**src/rtl/calc_pkg.sv**
```systemverilog
// Shared operator codes and sequencer state encoding for the calculator datapath.
package calc_pkg;

  localparam logic [1:0] OP_ADD = 2'd0;
  localparam logic [1:0] OP_SUB = 2'd1;
  localparam logic [1:0] OP_MUL = 2'd2;
  localparam logic [1:0] OP_DIV = 2'd3;

  typedef enum logic [1:0] {
    ST_IDLE = 2'd0,
    ST_MUL  = 2'd1,
    ST_DIV  = 2'd2,
    ST_DONE = 2'd3
  } state_e;

endpackage

```
**src/rtl/iter_muldiv.sv**
```systemverilog
// Shared iterative core: shift-add multiply and restoring divide, one step per clock.
// result/product_hi/done show the step being taken this cycle, so the caller captures them on the final edge.
module iter_muldiv #(
  parameter int unsigned WIDTH = 16
) (
  input  logic             clock,
  input  logic             reset_n,
  input  logic             start,
  input  logic             mode,
  input  logic [WIDTH-1:0] operand_a,
  input  logic [WIDTH-1:0] operand_b,
  output logic             done,
  output logic [WIDTH-1:0] product_hi,
  output logic [WIDTH-1:0] result
);

  localparam int unsigned CW = (WIDTH > 1) ? $clog2(WIDTH) : 1;
  localparam logic [CW-1:0] LAST = CW'(WIDTH - 1);

  logic             run_q;
  logic             mode_q;
  logic [CW-1:0]    cnt_q;
  logic [WIDTH-1:0] hi_q, lo_q, opd_q;
  logic [WIDTH-1:0] hi_d, lo_d, addend;
  logic [WIDTH:0]   sum, shifted;
  logic             fits;

  // hi:lo is the product/shift pair for mul, remainder:quotient for div
  always_comb begin
    addend  = lo_q[0] ? opd_q : '0;
    sum     = {1'b0, hi_q} + {1'b0, addend};
    shifted = {hi_q, lo_q[WIDTH-1]};
    fits    = (shifted >= {1'b0, opd_q});
    if (!mode_q) begin
      hi_d = sum[WIDTH:1];
      lo_d = {sum[0], lo_q[WIDTH-1:1]};
    end else if (fits) begin
      hi_d = shifted[WIDTH-1:0] - opd_q;
      lo_d = {lo_q[WIDTH-2:0], 1'b1};
    end else begin
      hi_d = shifted[WIDTH-1:0];
      lo_d = {lo_q[WIDTH-2:0], 1'b0};
    end
  end

  assign done       = run_q && (cnt_q == LAST);
  assign product_hi = hi_d;
  assign result     = lo_d;

  always_ff @(posedge clock or negedge reset_n) begin
    if (!reset_n) begin
      run_q  <= 1'b0;
      mode_q <= 1'b0;
      cnt_q  <= '0;
      hi_q   <= '0;
      lo_q   <= '0;
      opd_q  <= '0;
    end else if (start) begin
      run_q  <= 1'b1;
      mode_q <= mode;
      cnt_q  <= '0;
      hi_q   <= '0;
      lo_q   <= operand_a;
      opd_q  <= operand_b;
    end else if (run_q) begin
      hi_q  <= hi_d;
      lo_q  <= lo_d;
      cnt_q <= cnt_q + CW'(1);
      if (done) run_q <= 1'b0;
    end
  end

endmodule

```
**src/rtl/exec_sequencer.sv**
```systemverilog
// Execute sequencer: single-cycle add/sub, iterative mul/div, registered result/error
// and the MS/MR/MC memory register.
module exec_sequencer
  import calc_pkg::*;
#(
  parameter int unsigned WIDTH = 16
) (
  input  logic             clock,
  input  logic             reset_n,
  input  logic             execute,
  input  logic [1:0]       op,
  input  logic [WIDTH-1:0] operand_a,
  input  logic [WIDTH-1:0] operand_b,
  input  logic             MS_in,
  input  logic             MR_in,
  input  logic             MC_in,
  output logic             busy,
  output logic [WIDTH-1:0] result,
  output logic             result_valid,
  output logic             error,
  output logic [WIDTH-1:0] mem_value,
  output logic             mem_full,
  output logic             recall_valid
);

  state_e           state_q, state_d;
  logic [WIDTH-1:0] result_q, result_d, mem_q, mem_d;
  logic             busy_q, busy_d, valid_q, valid_d, error_q, error_d;
  logic             full_q, full_d, recall_q, recall_d;
  logic             accept_c, b_zero_c, md_start_c, md_done_c;
  logic [WIDTH-1:0] md_hi_c, md_res_c;
  logic [WIDTH:0]   sum_c, diff_c;

  assign accept_c   = (state_q == ST_IDLE) && execute;
  assign b_zero_c   = (operand_b == '0);
  assign md_start_c = accept_c && ((op == OP_MUL) || ((op == OP_DIV) && !b_zero_c));
  assign sum_c      = {1'b0, operand_a} + {1'b0, operand_b};
  assign diff_c     = {1'b0, operand_a} - {1'b0, operand_b};

  iter_muldiv #(.WIDTH(WIDTH)) u_muldiv (
    .clock      (clock),
    .reset_n    (reset_n),
    .start      (md_start_c),
    .mode       (op == OP_DIV),
    .operand_a  (operand_a),
    .operand_b  (operand_b),
    .done       (md_done_c),
    .product_hi (md_hi_c),
    .result     (md_res_c)
  );

  always_ff @(posedge clock or negedge reset_n) begin
    if (!reset_n) state_q <= ST_IDLE;
    else          state_q <= state_d;
  end

  always_comb begin
    state_d = state_q;
    case (state_q)
      ST_IDLE: begin
        if (execute) begin
          case (op)
            OP_MUL:  state_d = ST_MUL;
            OP_DIV:  state_d = b_zero_c ? ST_DONE : ST_DIV;
            default: state_d = ST_DONE;
          endcase
        end
      end
      ST_MUL, ST_DIV: if (md_done_c) state_d = ST_DONE;
      ST_DONE:        state_d = ST_IDLE;
      default:        state_d = ST_IDLE;
    endcase
  end

  // Next values of the registered outputs; sub borrow is the top bit of the widened difference
  always_comb begin
    result_d = result_q;
    error_d  = error_q;
    mem_d    = mem_q;
    full_d   = full_q;
    busy_d   = (state_d != ST_IDLE);
    valid_d  = (state_d == ST_DONE);
    recall_d = MR_in && !MS_in && !MC_in;
    if (accept_c) begin
      error_d = 1'b0;
      case (op)
        OP_ADD: begin
          result_d = sum_c[WIDTH-1:0];
          error_d  = sum_c[WIDTH];
        end
        OP_SUB: begin
          result_d = diff_c[WIDTH-1:0];
          error_d  = diff_c[WIDTH];
        end
        OP_DIV: begin
          if (b_zero_c) begin
            result_d = '0;
            error_d  = 1'b1;
          end
        end
        default: ;
      endcase
    end else if (md_done_c) begin
      result_d = md_res_c;
      error_d  = (state_q == ST_MUL) && (md_hi_c != '0);
    end
    if (MC_in) begin
      mem_d  = '0;
      full_d = 1'b0;
    end else if (MS_in && !busy_q) begin
      mem_d  = result_q;
      full_d = 1'b1;
    end
  end

  always_ff @(posedge clock or negedge reset_n) begin
    if (!reset_n) begin
      result_q <= '0;
      error_q  <= 1'b0;
      mem_q    <= '0;
      full_q   <= 1'b0;
      busy_q   <= 1'b0;
      valid_q  <= 1'b0;
      recall_q <= 1'b0;
    end else begin
      result_q <= result_d;
      error_q  <= error_d;
      mem_q    <= mem_d;
      full_q   <= full_d;
      busy_q   <= busy_d;
      valid_q  <= valid_d;
      recall_q <= recall_d;
    end
  end

  assign busy         = busy_q;
  assign result       = result_q;
  assign result_valid = valid_q;
  assign error        = error_q;
  assign mem_value    = mem_q;
  assign mem_full     = full_q;
  assign recall_valid = recall_q;

endmodule
```
**config.mk**
```make
export PLATFORM = sky130hd
export DESIGN_NAME = exec_sequencer
export DESIGN_NICKNAME = d
export VERILOG_FILES = /design/src/rtl/calc_pkg.sv /design/src/rtl/iter_muldiv.sv /design/src/rtl/exec_sequencer.sv
export SDC_FILE = /design/constraint.sdc
export NUM_CORES = 1
export LEC_CHECK = 0
export CAP_MARGIN = 20
export CORE_MARGIN = 2
export CORE_UTILIZATION = 50
export CTS_BUF_LIST = sky130_fd_sc_hd__clkbuf_16
export CTS_CLUSTER_SIZE = 14
export DETAILED_ROUTE_END_ITERATION = 16
export PLACE_DENSITY = 0.8
export REMOVE_ABC_BUFFERS = 1
export SLEW_MARGIN = 25
export SYNTH_ARGS = -nofsm -noshare
export SYNTH_HDL_FRONTEND = slang
export SYNTH_HIERARCHICAL = 1
export SYNTH_SLANG_ARGS = --single-unit
```
**constraint.sdc**
```tcl
create_clock -name clock -period 4.75 [get_ports clock]
set_input_delay 0.95 -clock clock [delete_from_list [all_inputs] [get_ports clock]]
set_output_delay 0.95 -clock clock [all_outputs]
set_load 0.05 [all_outputs]
```
# [After elaboration in Yosys (flattened, before gate mapping)]
# Cells that the tools add are included.
[totals] regBits=93 output_inout_bits=37
[classes] reduce_logical=23 order_cmp=1 eq_ne=10 n_mux=31 n_addsub=5
[ops] op="$mux W16" count=13
[ops] op="$pmux W16 S3" count=1
[ops] op="$add A16 B16 Y17" count=2
[ops] op="$ge A17 B16 Y1" count=1
[ops] op="$sub A16 B16 Y17" count=1
[ops] op="$logic_not A16 Y1" count=1
[ops] op="$reduce_bool A16 Y1" count=1
[ops] op="$sub A16 B16 Y16" count=1
[ops] op="$eq A2 B2 Y1 const B" count=5
[ops] op="$mux W1" count=10
[ops] op="$logic_and A1 B1 Y1" count=8
[ops] op="$mux W4" count=2
[ops] op="$reduce_bool A2 Y1" count=4
[ops] op="$pmux W2 S3" count=1
[ops] op="$add A4 B1 Y4 const B" count=1
[ops] op="$eq A2 B1 Y1 const B" count=2
[ops] op="$eq A4 B4 Y1 const B" count=1
[ops] op="$logic_not A1 Y1" count=4
[ops] op="$logic_not A2 Y1" count=2
[ops] op="$mux W2" count=2
[ops] op="$ne A4 B1 Y1 const B" count=1
[ops] op="$pmux W2 S2" count=1
[ops] op="$ne A3 B3 Y1 const B" count=1
[ops] op="$pmux W1 S3" count=1
[ops] op="3 further kinds" count=3

# [Longest topological paths before layout]
# Gate-level depths: netlist of the first run.
[depth] word_depth=7 mapped_depth=17

# [By module]
# The synthesis of the first run kept the hierarchy.
[by_module_without_submodules] module="iter_muldiv" area_per_inst_um2=4485.6 cells_per_inst=523 n_inst=1
[by_module_without_submodules] module="exec_sequencer" area_per_inst_um2=3692.3 cells_per_inst=467 n_inst=1

# [Worst setup path before layout of the first run]
# Ideal clock, no wire load.
[synth_path] path_kind="reg-to-reg" start="register u_muldiv.lo_q[0]" end="register error_q (netlist: error)" path_stages_with_launch=18 arrival_time_ns=3.357 slack_ns=1.264 period_less_slack_ns=3.486 n_path_buf=1 setup_ns=0.130 path_cell_list="dfrtp_1 clkbuf_1 and2_1 ha_1 fa_1 a211oi_1 o21bai_1 a211o_1 o21ba_2 a2111o_1 nand3_1 o21ai_1 nor4_1 nand4_1 nand3_1 o21ai_0 a21oi_1 a21oi_1"
[synth_between] elab_chain_cells=7
[synth_lines] item="start: declaration" line_no="iter_muldiv.sv:23" source="logic [WIDTH-1:0] hi_q, lo_q, opd_q;"
[synth_lines] item="start signal: assignment" line_no="iter_muldiv.sv:63" source="lo_q <= operand_a;"
[synth_lines] item="start signal: assignment" line_no="iter_muldiv.sv:67" source="lo_q <= lo_d;"
[synth_lines] item="$mux W16" line_no="iter_muldiv.sv:30" source="addend = lo_q[0] ? opd_q : '0;"
[synth_lines] item="$add A16 B16 Y17" line_no="iter_muldiv.sv:31" source="sum = {1'b0, hi_q} + {1'b0, addend};"
[synth_lines] item="$mux W16" line_no="iter_muldiv.sv:34" source="if (!mode_q) begin"
[synth_lines] item="named net md_hi_c[13]" line_no="exec_sequencer.sv:31" source="logic [WIDTH-1:0] md_hi_c, md_res_c;"
[synth_lines] item="$reduce_bool A16 Y1" line_no="exec_sequencer.sv:105" source="error_d = (state_q == ST_MUL) && (md_hi_c != '0);"
[synth_lines] item="$logic_and A1 B1 Y1" line_no="exec_sequencer.sv:105"
[synth_lines] item="$mux W1" line_no="exec_sequencer.sv:103" source="end else if (md_done_c) begin"
[synth_lines] item="$mux W1" line_no="exec_sequencer.sv:84" source="if (accept_c) begin"
[synth_lines] item="end signal: assignment" line_no="exec_sequencer.sv:127" source="error_q <= error_d;"
[synth_lines] item="end: declaration" line_no="exec_sequencer.sv:28" source="logic busy_q, busy_d, valid_q, valid_d, error_q, error_d;"
# The timed path passes the listed nets, and every way through them passes these cells. The select of a mux whose other input is x is not followed.
# A chain may end at the register's enable or synchronous reset.

# [Worst setup path after layout of the first run]
# Ends and elaborated chain as after synthesis.

==> results of run 1 <==
[final cells by class]
cell class / count / area (um^2)
Fill cell: 1469 / 6613
Multi-Input combinational cell: 780 / 5343
Sequential cell: 93 / 2327
Timing Repair Buffer: 86 / 845.8
Tap cell: 216 / 270.3
Inverter: 66 / 247.7
Clock buffer: 9 / 225.2
Clock inverter: 6 / 68.82
Antenna cell: 1 / 2.502
[layout by cell type, fill, tap and decap left out, drive strengths merged, types with 4 or more instances in the layout]
| master | n |
|---|---|
| a211o | 5 |
| a211oi | 15 |
| a21o | 9 |
| a21oi | 81 |
| a221oi | 7 |
| a31oi | 9 |
| and2 | 20 |
| and3 | 14 |
| buf | 11 |
| clkbuf | 9 |
| clkdlybuf4s50 | 75 |
| clkinv | 4 |
| dfrtp | 93 |
| fa | 4 |
| ha | 68 |
| inv | 66 |
| mux2 | 19 |
| mux2i | 31 |
| nand2 | 117 |
| nand2b | 10 |
| nand3 | 17 |
| nand4 | 10 |
| nor2 | 77 |
| nor2b | 9 |
| nor3 | 19 |
| nor3b | 4 |
| nor4 | 15 |
| o211ai | 7 |
| o21a | 20 |
| o21ai | 77 |
| o21bai | 10 |
| o22ai | 5 |
| o31ai | 7 |
| or2 | 5 |
| or3 | 7 |
| xnor2 | 23 |
| xor2 | 12 |
[final timing paths]
| path | cells past startpoint | start | endpoint | slack, ns |
|---|---|---|---|---|
| min in group asynchronous | 1 | reset_n | result[3] | 0.71 |
| setup / recovery | 16 | u_muldiv/lo_q[0] | error | 0.64 |
| hold reg to reg | 2 | result[7] | result[7] | 0.51 |
| setup reg to reg | 16 | u_muldiv/lo_q[0] | error | 0.64 |
| hold / removal | 2 | result[7] | result[7] | 0.51 |
| max in group asynchronous | 2 | reset_n | u_muldiv/opd_q[9] | 3.13 |
[tightest hold or removal path, stage by stage, from the launching register on]
cell and delay, ns:
dfrtp_1 0.36, nand2_1 0.05, o21ai_1 0.06
[where the power goes]
part	internal, mW	switching [mW]
Combinational	1.94	2.89
Sequential	1.15	0.321
Clock	0.410	0.342
[metal layers]
layer / global-route usage [%] / up-vias / part of all wire (%)
met5: 0 / - / 0
met4: 9.179 / 0 / 2.1
met3: 5.152 / 41 / 8.7
met2: 40.22 / 343 / 43
met1: 40.50 / 3658 / 46
li1: - / 3659 / -
[registers in the layout, summed over array words and instances (netlist names), 2 cells and up]
signal	cells
mem_value	16
u_muldiv/hi_q	16
u_muldiv/opd_q	16
u_muldiv/lo_q	16
u_muldiv/cnt_q	4
state_q	2
result	16
[through the flow]
stage	util [%]	setup slack, ns	power (mW)	cells
after CTS	58.51	0.6497	6.988	1256
after global routing	58.51	0.3831	7.571	1256
after detailed placement	56.66	0.7706	6.207	1241
final	58.52	0.6376	7.059	1257
after global placement	56.66	0.7498	6.144	1241
after floorplan	-	1.155	4.927	939
[cells by family after synthesis]
kind of cell | synth area share (%)
muxes | 6.456
and+or+nand+nor | 19.00
buffers and inverters | 6.212
xor gates and xnor gates | 3.748
AOI/OAI and AO/OA | 24.74
DFF | 28.46
adders and majority gates | 11.38
==> summary.txt, run 1 <==
Run status
  • Status: finished, final reports clean

Logic synthesis
  • Synth warn: 6
  • Register area share after synthesis: 28.46%
  • Async SR Flop Fraction: 100.0%
  • Avg Inst Size Synth: 8.260 um^2
  • Leading post-synthesis cells by cell area: dfrtp_1 28%, ha_1 10%, nand2_1 5.4%
  • Synth top area share: 28.46%
  • Count leader, synth: nand2_1
  • Post-Synthesis Cells: 990
  • Post-synth EDFFs: 0
  • Synthesized area: 0.008178 mm^2
  • Cell variety after synth: 84
  • Synth cell count leaders: 117 x nand2_1, 93 x dfrtp_1, 76 x a21oi_1, 76 x nor2_1, 69 x o21ai_0
  • Yosys reg bits: 93
  • Main flop type after synthesis: dfrtp_1
  • Synth area leader: dfrtp_1

Setup path
  • Worst setup EP type: flip-flop
  • Worst Path Arrival: 4.35 ns
  • CP delay by family, top: compound AO/OA/AOI/OAI gates
  • CP Class: flip-flop to flip-flop
  • Worst path slowest cell: dfrtp_1
  • WP buf/inv: 0
  • Req. time, crit path: 4.99 ns
  • CP cell instances: and2_1, ha_1, fa_1, a211oi_1, o21bai_1, a211o_1, o21ba_2, a2111o_1, nand3_1, o21ai_1, nor4_1, nand4_1, nand3_1, o21ai_0, a21oi_1, a21oi_1
  • Max incr delay on CP: 0.58 ns
  • Top fanout value on the critical path: 18
  • Startpoint Class: flip-flop

Clock network
  • Inserted Clock Buffers: 9
  • H-tree depth: 3
  • Clock root cell: clkbuf_16
  • CTS Sinks: 93
  • CTS tree: yes
  • Gates resized, CTS repair: 0
  • # Post-CTS Setup Buffers: 0
  • Clock transition at the registers of the reported paths: 0.07 ns
  • Clock buffer depth: 2
  • Skew-Pair Late Insertion Delay: 0.37 ns
  • Hold-fix buffer count after cts: 0

Finish
  • Synthesis-to-layout area growth: 14.09%
  • Final nets: 1148
  • Finished Cell Area: 0.009330 mm^2
  • Share of cells above drive strength 1: 7.885%

STA
  • Worst clock skew: 0.01565 ns
  • Unrepaired setup endpoints after global routing: false
  • Fin crit period: 4.112 ns
  • Pins Over Slew Limit: 0
  • Least-Margin Pin Slew: 0.8948 ns
  • Setup Total Neg Slack: 0 ns
  • WHS: 0.5118 ns
  • Hold Fails Final Rpt: 0
  • Final Setup Violations: 0
  • Slew headroom: 40.35%
  • Final period utilization: 86.58%
  • Highest clock rate: 0.2432 GHz

GRT
  • First-pass GRT wire length: 38.30 mm
  • Initial antenna violation count: 1
  • Largest net degree at the start of global routing: 69
  • Vias in the first global route: 7142
  • Total GRT Usage: 27.42%
  • GRT overflow: 0

Floorplan
  • Ports: 77
  • Total core area: 0.01594 mm^2
  • Die height: 131.9 um
  • Die X: 131.9 um
  • Core Rows: 46
  • DIE AREA: 0.01740 mm^2
  • Initial core utilization: 51.29%

Route
  • Vias: 7701
  • Drt pass-1 iters: 6
  • 1st-iter DRT viols: 868
  • WL/cell: 18.94 um
  • Detailed Route WL: 23.81 mm
  • Antenna viol nets, final: 0
  • DR DRC count: 0
  • Vias per cell: 6.126

Placement
  • Gpl congestion: 0.9485
  • PortBufs: 76
  • Placed Area: 0.009034 mm^2
  • HPWL after detailed placement: 17.91 mm

Hold path
  • Min-delay worst type: flip-flop to flip-flop

Run
  • Max-cap violations: 0

Power and ir drop
  • Static Leak: 4.141 nW
  • Maximum vdd ir drop: 0.4129 mV
  • PD cells: 756.5 mW/mm^2
Note: power is estimated with default switching activity, not from simulation.
==> inputs of run 2 (changes only) <==
HOLD_SLACK_MARGIN = 0.06   (was not set)
PLACE_DENSITY = 0.71   (was 0.8)
SLEW_MARGIN = not set   (was 25)
==> run 2 against run 1 <==
Via count fell by 0.69%. Non-clock buffer count rose by 2. Clock power rose by 7.2%. Power rose by 0.56%. First-iteration DRC count fell by 29%. Clock-buffer cell count did not move. Flip-flop and latch count did not move. Largest cell class unchanged. Highest routed layer unchanged.
==> summary.txt, run 2 (same netlist as run 1, synthesis figures left out) <==
GRT
  • First-pass GRT wire length: 38.74 mm (was 38.30 mm)
  • Vias in the first global route: 7177 (was 7142)
  • Total GRT Usage: 27.74% (was 27.42%)
  • Largest net degree at the start of global routing: 63 (was 69)
  • GRT overflow: 0 (unchanged)
  • Initial antenna violation count: 0 (was 1)

Floorplan
  • Core Rows: 46 (unchanged)
  • Initial core utilization: 51.29% (unchanged)
  • Ports: 77 (unchanged)
  • Die height: 131.9 um (unchanged)
  • Die X: 131.9 um (unchanged)
  • Total core area: 0.01594 mm^2 (unchanged)
  • DIE AREA: 0.01740 mm^2 (unchanged)

Hold path
  • Min-delay worst type: flip-flop to flip-flop (unchanged)
  • Worst hold path stage count: 2 (unchanged)
  • Worst-case hold path end point: mem_full (was result[7])
  • Hold Startpoint: mem_full (was result[7])

Finish
  • Reg area: 0.002327 mm^2 (unchanged)
  • Most frequent cells in the layout: 117 x nand2_1, 93 x dfrtp_1, 76 x nor2_1, 76 x a21oi_1, 75 x clkdlybuf4s50_1 (unchanged)
  • Finished Core Util: 58.68% (was 58.52%)
  • Share of cells above drive strength 1: 8.061% (was 7.885%)
  • Fill count: 1542 (was 1469)
  • Most common cell after layout, fill and taps aside: nand2_1 (unchanged)
  • Final nets: 1150 (was 1148)
  • Multi-input gate area: 0.005343 mm^2 (unchanged)
  • Synthesis-to-layout area growth: 14.40% (was 14.09%)
  • Antenna fix cells: 0 (was 1)

Clock network
  • H-tree depth: 3 (unchanged)
  • Inserted Clock Buffers: 9 (unchanged)
  • Gates resized, CTS repair: 0 (unchanged)
  • Skew-Pair Late Insertion Delay: 0.35 ns (was 0.37 ns)
  • CTS Sinks: 93 (unchanged)
  • Clock transition at the registers of the reported paths: 0.07 ns (about the same)
  • Clock buffer depth: 2 (unchanged)
  • # Post-CTS Setup Buffers: 0 (unchanged)
  • Clock root cell: clkbuf_16 (unchanged)
  • Hold-fix buffer count after cts: 0 (unchanged)
  • CTS tree: yes (unchanged)

STA
  • Least-Margin Pin Slew: 0.6660 ns (was 0.8948 ns)
  • Highest clock rate: 0.2432 GHz (about the same)
  • Fin crit period: 4.112 ns (about the same)
  • Unrepaired setup endpoints after global routing: false (unchanged)
  • Hold Fails Final Rpt: 0 (unchanged)
  • Slew headroom: 55.60% (was 40.35%)
  • Final Setup Violations: 0 (unchanged)
  • Pins Over Slew Limit: 0 (unchanged)
  • Setup Total Neg Slack: 0 ns (unchanged)
  • Worst clock skew: 0.006765 ns (was 0.01565 ns)
  • Final period utilization: 86.58% (about the same)

Power and ir drop
  • Clock share of power: 11.3% (was 10.7%)
  • Internal Power: 3.554 mW (was 3.503 mW)
  • Sw Share: 49.93% (was 50.37%)
  • Gate power share: 67.9% (was 68.5%)
  • Psw: 3.544 mW (was 3.556 mW)
  • Maximum vdd ir drop: 0.3931 mV (was 0.4129 mV)
  • PD cells: 758.8 mW/mm^2 (was 756.5 mW/mm^2)
  • Reg power frac: 20.8% (about the same)
  • Static Leak: 4.158 nW (was 4.141 nW)

Placement
  • Gpl congestion: 0.9722 (was 0.9485)
  • HPWL after detailed placement: 18.12 mm (was 17.91 mm)
  • PortBufs: 76 (unchanged)

Run
  • Max-cap violations: 0 (unchanged)

Setup path
  • Worst setup EP type: flip-flop (unchanged)
  • Reg2reg path depth: 16 (unchanged)
  • Worst r2r dst: error (unchanged)
  • CP Class: flip-flop to flip-flop (unchanged)
  • R2R Path Start: u_muldiv/lo_q[0] (unchanged)
  • Req. time, crit path: 4.97 ns (was 4.99 ns)
  • Worst Path Arrival: 4.34 ns (was 4.35 ns)
  • Top fanout value on the critical path: 18 (unchanged)
  • FF-to-FF setup slack: 0.64 ns (about the same)
  • Startpoint Class: flip-flop (unchanged)

Route
  • WL/cell: 19.11 um (was 18.94 um)
  • Vias per cell: 6.079 (was 6.126)
  • 1st-iter DRT viols: 614 (was 868)
  • Drt pass-1 iters: 5 (was 6)
  • DR DRC count: 0 (unchanged)
  • Antenna viol nets, final: 0 (unchanged)
  • Vias: 7648 (was 7701)
  • Detailed Route WL: 24.04 mm (was 23.81 mm)

Run status
  • Status: finished, final reports clean (unchanged)
run 2: cell count changes in the layout (fill, tap and decap cells not counted), sizes merged:
| cell | delta |
|---|---|
| buf | +2 |
| bufinv | +1 |
| inv | -1 |
| diode | -1 |
run 2: power groups by stage:
| stage | Combinational, mW | Sequential [mW] | Clock [mW] |
|---|---|---|---|
| floorplan | 3.12 | 1.80 | 0 |
| global placement | 4.68 | 1.48 | 0 |
| detailed placement | 4.72 | 1.48 | 0 |
| CTS | 4.75 | 1.47 | 0.817 |
| global route | 5.27 | 1.52 | 0.850 |
| finish | 4.82 | 1.47 | 0.806 |
run 2: area by class of cell:
class                   count  share of cell area [%]
clock buffers               9                   2.407
clock inverters             6                   1.003
inverters                  66                   2.648
multi-input cells         780                   57.11
flip-flops and latches     93                   24.88
well taps                 216                   2.889
repair buffers             88                   9.068
run 2: routing by layer:
layer	track usage, %	up-vias	share of wire (%)
met3	6.574	36	7.6
met4	7.126	0	1.8
met5	0	-	0
met1	39.61	3659	47
met2	42.33	318	44
li1	-	3635	-
run 2: worst max-delay path by stage:
stage,startpoint,endpoint,slack (ns),depth (start not counted)
detailed placement,u_muldiv/lo_q[0],error,0.73,16
floorplan,execute,u_muldiv/hi_q[1],1.16,7
finish,u_muldiv/lo_q[0],error,0.64,16
global placement,u_muldiv/lo_q[0],error,0.78,16
CTS,u_muldiv/lo_q[0],error,0.69,16
global route,u_muldiv/lo_q[0],error,0.44,16
run 2: critical path, cell delays in order, from the launching register on:
cell	delay, ns
dfrtp_1	0.56
and2_1	0.23
ha_1	0.21
fa_1	0.42
a211oi_1	0.24
o21bai_1	0.15
a211o_1	0.32
o21ba_2	0.26
a2111o_1	0.42
nand3_1	0.08
o21ai_1	0.08
nor4_1	0.39
nand4_1	0.20
nand3_1	0.12
o21ai_0	0.08
a21oi_1	0.16
a21oi_1	0.05
run 2: per-stage QoR:
step	power, mW	instance area [um^2]	std cells	hold WS, ns	setup slack, ns
after detailed placement	6.201	9029	1242	0.4913	0.7312
after global routing	7.640	9355	1258	0.5362	0.4375
after CTS	7.034	9348	1257	0.5067	0.6905
after floorplan	4.927	7918	939	0.4978	1.155
final	7.098	9355	1258	0.4950	0.6377
after global placement	6.152	9029	1242	0.4796	0.7832
==> inputs of run 3 (changes only) <==
HOLD_SLACK_MARGIN = 0.03   (was 0.06)
==> results of run 3 <==
The final DEF is identical to that of run 2; final timing and power are the same.
